File: src/rtl/vx_pending_counter_pkg.sv
// rtl/vx_pending_counter_pkg.sv - shared widths and helpers for the pending counter
package vx_pending_counter_pkg;

    // Guard bits so count + incr - decr can go above SIZE or below zero without wrapping.
    localparam int NEXT_GUARD = 2;

    function automatic int cnt_width(input int max_val);
        return (max_val < 1) ? 1 : $clog2(max_val + 1);
    endfunction

endpackage

File: src/rtl/vx_pending_counter_if.sv
// rtl/vx_pending_counter_if.sv - per-channel incr/decr/flush and status bundle
interface vx_pending_counter_if #(
    parameter int NUM_CH = 1,
    parameter int SIZEW  = 3,
    parameter int INCRW  = 1
);
    logic [NUM_CH*INCRW-1:0] incr;
    logic [NUM_CH*INCRW-1:0] decr;
    logic [NUM_CH-1:0]       flush;
    logic [NUM_CH*SIZEW-1:0] size;
    logic [NUM_CH-1:0]       empty;
    logic [NUM_CH-1:0]       full;
    logic [NUM_CH-1:0]       alm_empty;
    logic [NUM_CH-1:0]       alm_full;
    logic [NUM_CH-1:0]       ovf_err;
    logic [NUM_CH-1:0]       udf_err;

    modport master (
        output incr, decr, flush,
        input  size, empty, full, alm_empty, alm_full, ovf_err, udf_err
    );

    modport slave (
        input  incr, decr, flush,
        output size, empty, full, alm_empty, alm_full, ovf_err, udf_err
    );
endinterface

File: src/rtl/vx_pending_counter_ch.sv
// rtl/vx_pending_counter_ch.sv - one channel: saturating count, registered flags, sticky errors
module vx_pending_counter_ch
    import vx_pending_counter_pkg::*;
#(
    parameter int SIZE      = 4,
    parameter int MAX_INCR  = 1,
    parameter int ALM_FULL  = SIZE - 1,
    parameter int ALM_EMPTY = 1,
    localparam int SIZEW    = cnt_width(SIZE),
    localparam int INCRW    = cnt_width(MAX_INCR)
) (
    input  logic             clk,
    input  logic             reset,
    input  logic [INCRW-1:0] incr_i,
    input  logic [INCRW-1:0] decr_i,
    input  logic             flush_i,
    output logic [SIZEW-1:0] size_o,
    output logic             empty_o,
    output logic             full_o,
    output logic             alm_empty_o,
    output logic             alm_full_o,
    output logic             ovf_err_o,
    output logic             udf_err_o
);
    localparam int NW = SIZEW + NEXT_GUARD;
    localparam logic signed [NW-1:0] SIZE_S = NW'(SIZE);

    logic [SIZEW-1:0]     cnt_q, cnt_d;
    logic                 empty_q, full_q, alm_empty_q, alm_full_q;
    logic                 ovf_q, ovf_d, udf_q, udf_d;
    logic signed [NW-1:0] next_s;

    assign next_s = $signed(NW'(cnt_q)) + $signed(NW'(incr_i)) - $signed(NW'(decr_i));

    always_comb begin
        cnt_d = cnt_q;
        ovf_d = ovf_q;
        udf_d = udf_q;
        if (flush_i) begin
            cnt_d = '0;
        end else if (next_s > SIZE_S) begin
            cnt_d = SIZEW'(SIZE);
            ovf_d = 1'b1;
        end else if (next_s[NW-1]) begin
            cnt_d = '0;
            udf_d = 1'b1;
        end else begin
            cnt_d = next_s[SIZEW-1:0];
        end
    end

    // Flags come from cnt_d so they line up with the size they describe.
    always_ff @(posedge clk) begin
        if (reset) begin
            cnt_q       <= '0;
            empty_q     <= 1'b1;
            full_q      <= 1'b0;
            alm_empty_q <= 1'b1;
            alm_full_q  <= (ALM_FULL == 0);
            ovf_q       <= 1'b0;
            udf_q       <= 1'b0;
        end else begin
            cnt_q       <= cnt_d;
            empty_q     <= (cnt_d == '0);
            full_q      <= (cnt_d == SIZEW'(SIZE));
            alm_empty_q <= (cnt_d <= SIZEW'(ALM_EMPTY));
            alm_full_q  <= (cnt_d >= SIZEW'(ALM_FULL));
            ovf_q       <= ovf_d;
            udf_q       <= udf_d;
        end
    end

    always_ff @(posedge clk) begin
        if (!reset) begin
            if (incr_i > INCRW'(MAX_INCR) || decr_i > INCRW'(MAX_INCR))
                $warning("vx_pending_counter_ch: amount above MAX_INCR");
            if (!flush_i && next_s > SIZE_S)
                $warning("vx_pending_counter_ch: overflow clamped");
            if (!flush_i && next_s[NW-1])
                $warning("vx_pending_counter_ch: underflow clamped");
        end
    end

    assign size_o      = cnt_q;
    assign empty_o     = empty_q;
    assign full_o      = full_q;
    assign alm_empty_o = alm_empty_q;
    assign alm_full_o  = alm_full_q;
    assign ovf_err_o   = ovf_q;
    assign udf_err_o   = udf_q;

endmodule

File: src/rtl/vx_pending_counter.sv
// rtl/vx_pending_counter.sv - multi-channel pending-request tracker, one counter per channel
module vx_pending_counter
    import vx_pending_counter_pkg::*;
#(
    parameter int NUM_CH    = 1,
    parameter int SIZE      = 4,
    parameter int MAX_INCR  = 1,
    parameter int ALM_FULL  = SIZE - 1,
    parameter int ALM_EMPTY = 1,
    localparam int SIZEW    = cnt_width(SIZE),
    localparam int INCRW    = cnt_width(MAX_INCR)
) (
    input  logic                  clk,
    input  logic                  reset,
    vx_pending_counter_if.slave   cnt_if
);

    if (!(ALM_EMPTY < ALM_FULL && ALM_FULL <= SIZE && MAX_INCR >= 1 && MAX_INCR <= SIZE))
    begin : g_bad_params
        $error("vx_pending_counter: illegal SIZE/MAX_INCR/ALM_* combination");
    end

    for (genvar i = 0; i < NUM_CH; i++) begin : g_ch
        vx_pending_counter_ch #(
            .SIZE      (SIZE),
            .MAX_INCR  (MAX_INCR),
            .ALM_FULL  (ALM_FULL),
            .ALM_EMPTY (ALM_EMPTY)
        ) u_ch (
            .clk         (clk),
            .reset       (reset),
            .incr_i      (cnt_if.incr[i*INCRW +: INCRW]),
            .decr_i      (cnt_if.decr[i*INCRW +: INCRW]),
            .flush_i     (cnt_if.flush[i]),
            .size_o      (cnt_if.size[i*SIZEW +: SIZEW]),
            .empty_o     (cnt_if.empty[i]),
            .full_o      (cnt_if.full[i]),
            .alm_empty_o (cnt_if.alm_empty[i]),
            .alm_full_o  (cnt_if.alm_full[i]),
            .ovf_err_o   (cnt_if.ovf_err[i]),
            .udf_err_o   (cnt_if.udf_err[i])
        );
    end

endmodule
File: src/flat_wrapper.sv
// flat-port wrapper written by rule: the top's interface ports become plain ports
module vx_pending_counter_flat import vx_pending_counter_pkg::*;
#(
    parameter int NUM_CH    = 1,
    parameter int SIZE      = 4,
    parameter int MAX_INCR  = 1,
    parameter int ALM_FULL  = SIZE - 1,
    parameter int ALM_EMPTY = 1,
    localparam int SIZEW    = cnt_width(SIZE),
    localparam int INCRW    = cnt_width(MAX_INCR)
)
  (clk, reset, cnt_if_incr, cnt_if_decr, cnt_if_flush, cnt_if_size, cnt_if_empty, cnt_if_full, cnt_if_alm_empty, cnt_if_alm_full, cnt_if_ovf_err, cnt_if_udf_err);
  vx_pending_counter_if #(.NUM_CH(NUM_CH)) cnt_if_i ();
  input  logic clk;
  input  logic reset;
  input wire logic [$bits(cnt_if_i.incr)-1:0] cnt_if_incr;
  input wire logic [$bits(cnt_if_i.decr)-1:0] cnt_if_decr;
  input wire logic [$bits(cnt_if_i.flush)-1:0] cnt_if_flush;
  output wire logic [$bits(cnt_if_i.size)-1:0] cnt_if_size;
  output wire logic [$bits(cnt_if_i.empty)-1:0] cnt_if_empty;
  output wire logic [$bits(cnt_if_i.full)-1:0] cnt_if_full;
  output wire logic [$bits(cnt_if_i.alm_empty)-1:0] cnt_if_alm_empty;
  output wire logic [$bits(cnt_if_i.alm_full)-1:0] cnt_if_alm_full;
  output wire logic [$bits(cnt_if_i.ovf_err)-1:0] cnt_if_ovf_err;
  output wire logic [$bits(cnt_if_i.udf_err)-1:0] cnt_if_udf_err;
  assign cnt_if_i.incr = cnt_if_incr;
  assign cnt_if_i.decr = cnt_if_decr;
  assign cnt_if_i.flush = cnt_if_flush;
  assign cnt_if_size = cnt_if_i.size;
  assign cnt_if_empty = cnt_if_i.empty;
  assign cnt_if_full = cnt_if_i.full;
  assign cnt_if_alm_empty = cnt_if_i.alm_empty;
  assign cnt_if_alm_full = cnt_if_i.alm_full;
  assign cnt_if_ovf_err = cnt_if_i.ovf_err;
  assign cnt_if_udf_err = cnt_if_i.udf_err;
  vx_pending_counter #(.NUM_CH(NUM_CH), .SIZE(SIZE), .MAX_INCR(MAX_INCR), .ALM_FULL(ALM_FULL), .ALM_EMPTY(ALM_EMPTY)) u_core (.clk(clk), .reset(reset), .cnt_if(cnt_if_i));
endmodule
File: config.mk
export PLATFORM = sky130hd
export DESIGN_NAME = vx_pending_counter_flat
export DESIGN_NICKNAME = d
export VERILOG_FILES = /design/src/rtl/vx_pending_counter_pkg.sv /design/src/rtl/vx_pending_counter_if.sv /design/src/rtl/vx_pending_counter_ch.sv /design/src/rtl/vx_pending_counter.sv /design/src/flat_wrapper.sv
export SDC_FILE = /design/constraint.sdc
export NUM_CORES = 1
export LEC_CHECK = 0
export BUFFER_PORTS_ARGS = -buffer_cell sky130_fd_sc_hd__clkbuf_2
export CELL_PAD_IN_SITES_DETAIL_PLACEMENT = 0
export CELL_PAD_IN_SITES_GLOBAL_PLACEMENT = 1
export CORE_UTILIZATION = 32
export DETAILED_ROUTE_END_ITERATION = 10
export GPL_TIMING_DRIVEN = 0
export PLACE_DENSITY = 0.71
export RECOVER_POWER = 50
export SYNTH_ARGS = -nofsm -noshare
export SYNTH_HDL_FRONTEND = slang
export SYNTH_HIERARCHICAL = 1
export SYNTH_SLANG_ARGS = --single-unit
File: constraint.sdc
create_clock -name clk -period 2.6 [get_ports clk]
set_clock_uncertainty 0.15 [all_clocks]
set_input_delay 0 -clock clk [delete_from_list [all_inputs] [get_ports clk]]
set_output_delay 0 -clock clk [all_outputs]
set_load 0.03 [all_outputs]
==> flow_summary.yaml <==
outcome:
  outcome: "completed"
pwr:
  max-vdd-ir-drop_uv: 419
  power.density_nw_per_um2: 588
  internal-power_mw: 0.265
  leakage_nw: 0.307
  total_power_mw: 0.401
  seqPwrFrac_pct: 39.2
  switching_share_pct: 33.8
  pwr-share-comb_pct: 33.6
  clkPwrFrac_pct: 27.2
  power_switching_mw: 0.136
logic_synthesis:
  syn_nets: 65
  yosys_register_bits: 9
  synth_xor_area_share_pct: 1.75
  synthTopCellsByArea: "dfxtp_1 36%, ha_1 15%, inv_1 6.8%"
  synthAdderAreaFrac_pct: 19.0
  yosysTopAreaCellShare_pct: 36.1
  avgSynthCellArea_sq_um: 9.42
  synth_warnings: 6
  synthesis.area_sq_um: 499
  synth_compound_area_share_pct: 12.3
  synth_top_family_by_area: "simple AND/OR/NAND/NOR gates"
  synthMuxAreaShare_pct: 0
  yosys.area_share.simple_pct: 21.8
  synthCells: 53
  ys_seq_area_share_pct: 36.1
  synth.distinct_cells: 25
  yosys.area.top_type: "dfxtp_1"
timing:
  setup_slack_ns: 0.0732
  hold_viol_final: 0
  post-route-period-util_pct: 97.2
  maxSlewHeadroom_pct: 75.6
  worstMarginPinSlew_ns: 0.368
  drv_slew: 0
  setup_violations: 0
  hold_ws_ns: 0.0342
  max_freq_mhz: 396
  rsz0062_at_grt: "yes"
  period_needed_ns: 2.53
floorplanning:
  die_h_um: 41.5
  start_util_pct: 36.1
  dieArea_sq_um: 1720
  ioPinCount: 14
  fp.coreArea_sq_um: 1380
  placementRows: 13
  die_x_um: 41.5
global_routing:
  antenna_found_initial: 0
  grt_usage_pct: 12.1
  grt_max_degree: 10
  gr-total-overflow: 0
  grt_pass1_vias: 398
  grt_pass1_wl_um: 1610
route:
  first_iter_violations: 5
  firstDrtPassIters: 2
  drc: 0
  wl_per_cell_um: 10.1
  final_antenna_net_count: 0
  drt-total-wl_um: 926
  vias: 445
  via_per_inst: 4.84
final_layout:
  finish.instance_area_sq_um: 682
  final_cell_mix: "8 x clkbuf_1, 8 x dfxtp_1, 7 x inv_1"
  nFillCells: 149
  nets: 90
  drive_gt1_share_pct: 33.8
  register_area_sq_um: 184
  area_growth_pct: 36.6
  multi_input_area_sq_um: 292
  diodes: 0
  final_util_pct: 49.3
placement:
  postPlaceCellArea_sq_um: 592
  io_buffers: 13
  gp_congestion: 0.733
  dp_hpwl_um: 679
  pre_cts_ws_ns: -0.0453
worst_setup_path:
  cp.arrival_ns: 2.56
  setup.worst_path.start: "u_core/g_ch[0].u_ch/size_o[0]"
  end_kind: "flip-flop"
  cp_max_fo: 9
  regToRegStartpoint: "u_core/g_ch[0].u_ch/size_o[0]"
  critPathKind: "reg -> reg"
  cp-start-kind: "flip-flop"
  cp_data_required_time_ns: 2.64
clock_network:
  clock_path_buffers: 2
  cts_tree: "yes"
  root_buffer: "clkbuf_4"
  path_clk_slew_ns: 0.07
  clkLatencyLatePin_ns: 0.26
  cts_max_level: 1
  cts_buffers: 3
  cts_sinks: 9
job:
  cap_violations: 0
hold_path:
  hold_start: "cnt_if_incr"
  hp-class: "in -> reg"
cell usage after synthesis:
cell      count
fa_1          1
xnor2_1       1
nand2_1       2
nand4b_1      1
and3_2        1
a21oi_1       3
dfxtp_1       9
nand3_1       1
nand4_1       1
nand2b_4      1
nor2b_1       1
o21ai_0       1
or4_1         1
nand2b_1      1
o221ai_1      1
nor2_1        4
buf_6         1
ha_1          6
a21o_2        2
a211o_1       1
inv_1         9
a31oi_1       1
nor4b_1       1
or4_2         1
nor3b_1       1
path summary, 6_finish.rpt:
| check | depth (start not counted) | end | slack [ns] |
|---|---|---|---|
| max | 11 | u_core/g_ch[0].u_ch/ovf_err_o | 0.07 |
| min | 3 | u_core/g_ch[0].u_ch/size_o[0] | 0.03 |
| max reg2reg | 11 | u_core/g_ch[0].u_ch/ovf_err_o | 0.07 |
| min reg2reg | 2 | u_core/g_ch[0].u_ch/ovf_err_o | 0.36 |
kinds of logic after synthesis:
group | count (synthesis)
XOR/XNOR | 1
buffers and inverters | 10
AND/OR/NAND/NOR | 17
adder cells (fa/ha/maj) | 7
AO/OA/AOI/OAI | 9
flip-flops | 9
sequential cells by signal, indices dropped and copies added, names as in the netlist:
register                      cells
u_core/g_ch.u_ch/full_o           1
u_core/g_ch.u_ch/empty_o          1
u_core/g_ch.u_ch/udf_err_o        1
u_core/g_ch.u_ch/size_o           3
u_core/g_ch.u_ch/alm_full_o       1
u_core/g_ch.u_ch/alm_empty_o      1
u_core/g_ch.u_ch/ovf_err_o        1
through the flow:
stage	instances	TNS (ns)
global route	92	-0.0133
detailed placement	81	-0.0785
CTS	89	0
floorplan	53	0
global placement	81	-0.0794
finish	92	0
worst max-delay path, cell delays in order, from the launching register on:
cell	delay (ns)
dfxtp_4	0.35
inv_2	0.03
ha_1	0.25
inv_1	0.06
ha_2	0.17
inv_2	0.04
fa_2	0.37
nand2b_4	0.16
a211o_1	0.26
buf_6	0.14
or4_4	0.41
o221ai_2	0.06
routing by layer:
layer | part of all wire (%) | wire, um | track usage, % | vias up
li1 | - | - | - | 230
met1 | 47 | 434 | 14.9 | 205
met2 | 47 | 439 | 19.1 | 10
met3 | 5.6 | 52 | 6.52 | 0
met4 | 0 | 0 | 1.94 | 0
met5 | 0 | 0 | 0 | -
power groups by stage:
| stage | Combinational (mW) | Sequential [mW] | Clock [mW] |
|---|---|---|---|
| finish | 0.135 | 0.157 | 0.109 |
| global route | 0.148 | 0.158 | 0.120 |
| CTS | 0.128 | 0.157 | 0.114 |
| detailed placement | 0.119 | 0.160 | 0 |
| global placement | 0.119 | 0.160 | 0 |
| floorplan | 0.0644 | 0.185 | 0 |
area by class of cell:
class / instances / share of cell area, %
Clock buffer: 3 / 3.30
Tap cell: 15 / 2.75
Buffer: 1 / 1.65
Timing Repair Buffer: 20 / 16.9
Sequential cell: 9 / 27.0
Clock inverter: 1 / 0.734
Multi-Input combinational cell: 34 / 42.8
Inverter: 9 / 4.95
what timing repair did:
item	CTS	global route
setup buffers	1	3
endpoints found under the hold margin	6	0
pin swaps	1	2
setup endpoints to repair	5	6
hold buffers	3	0
resized for setup	0	3
Power figures use the tool's default switching activity.
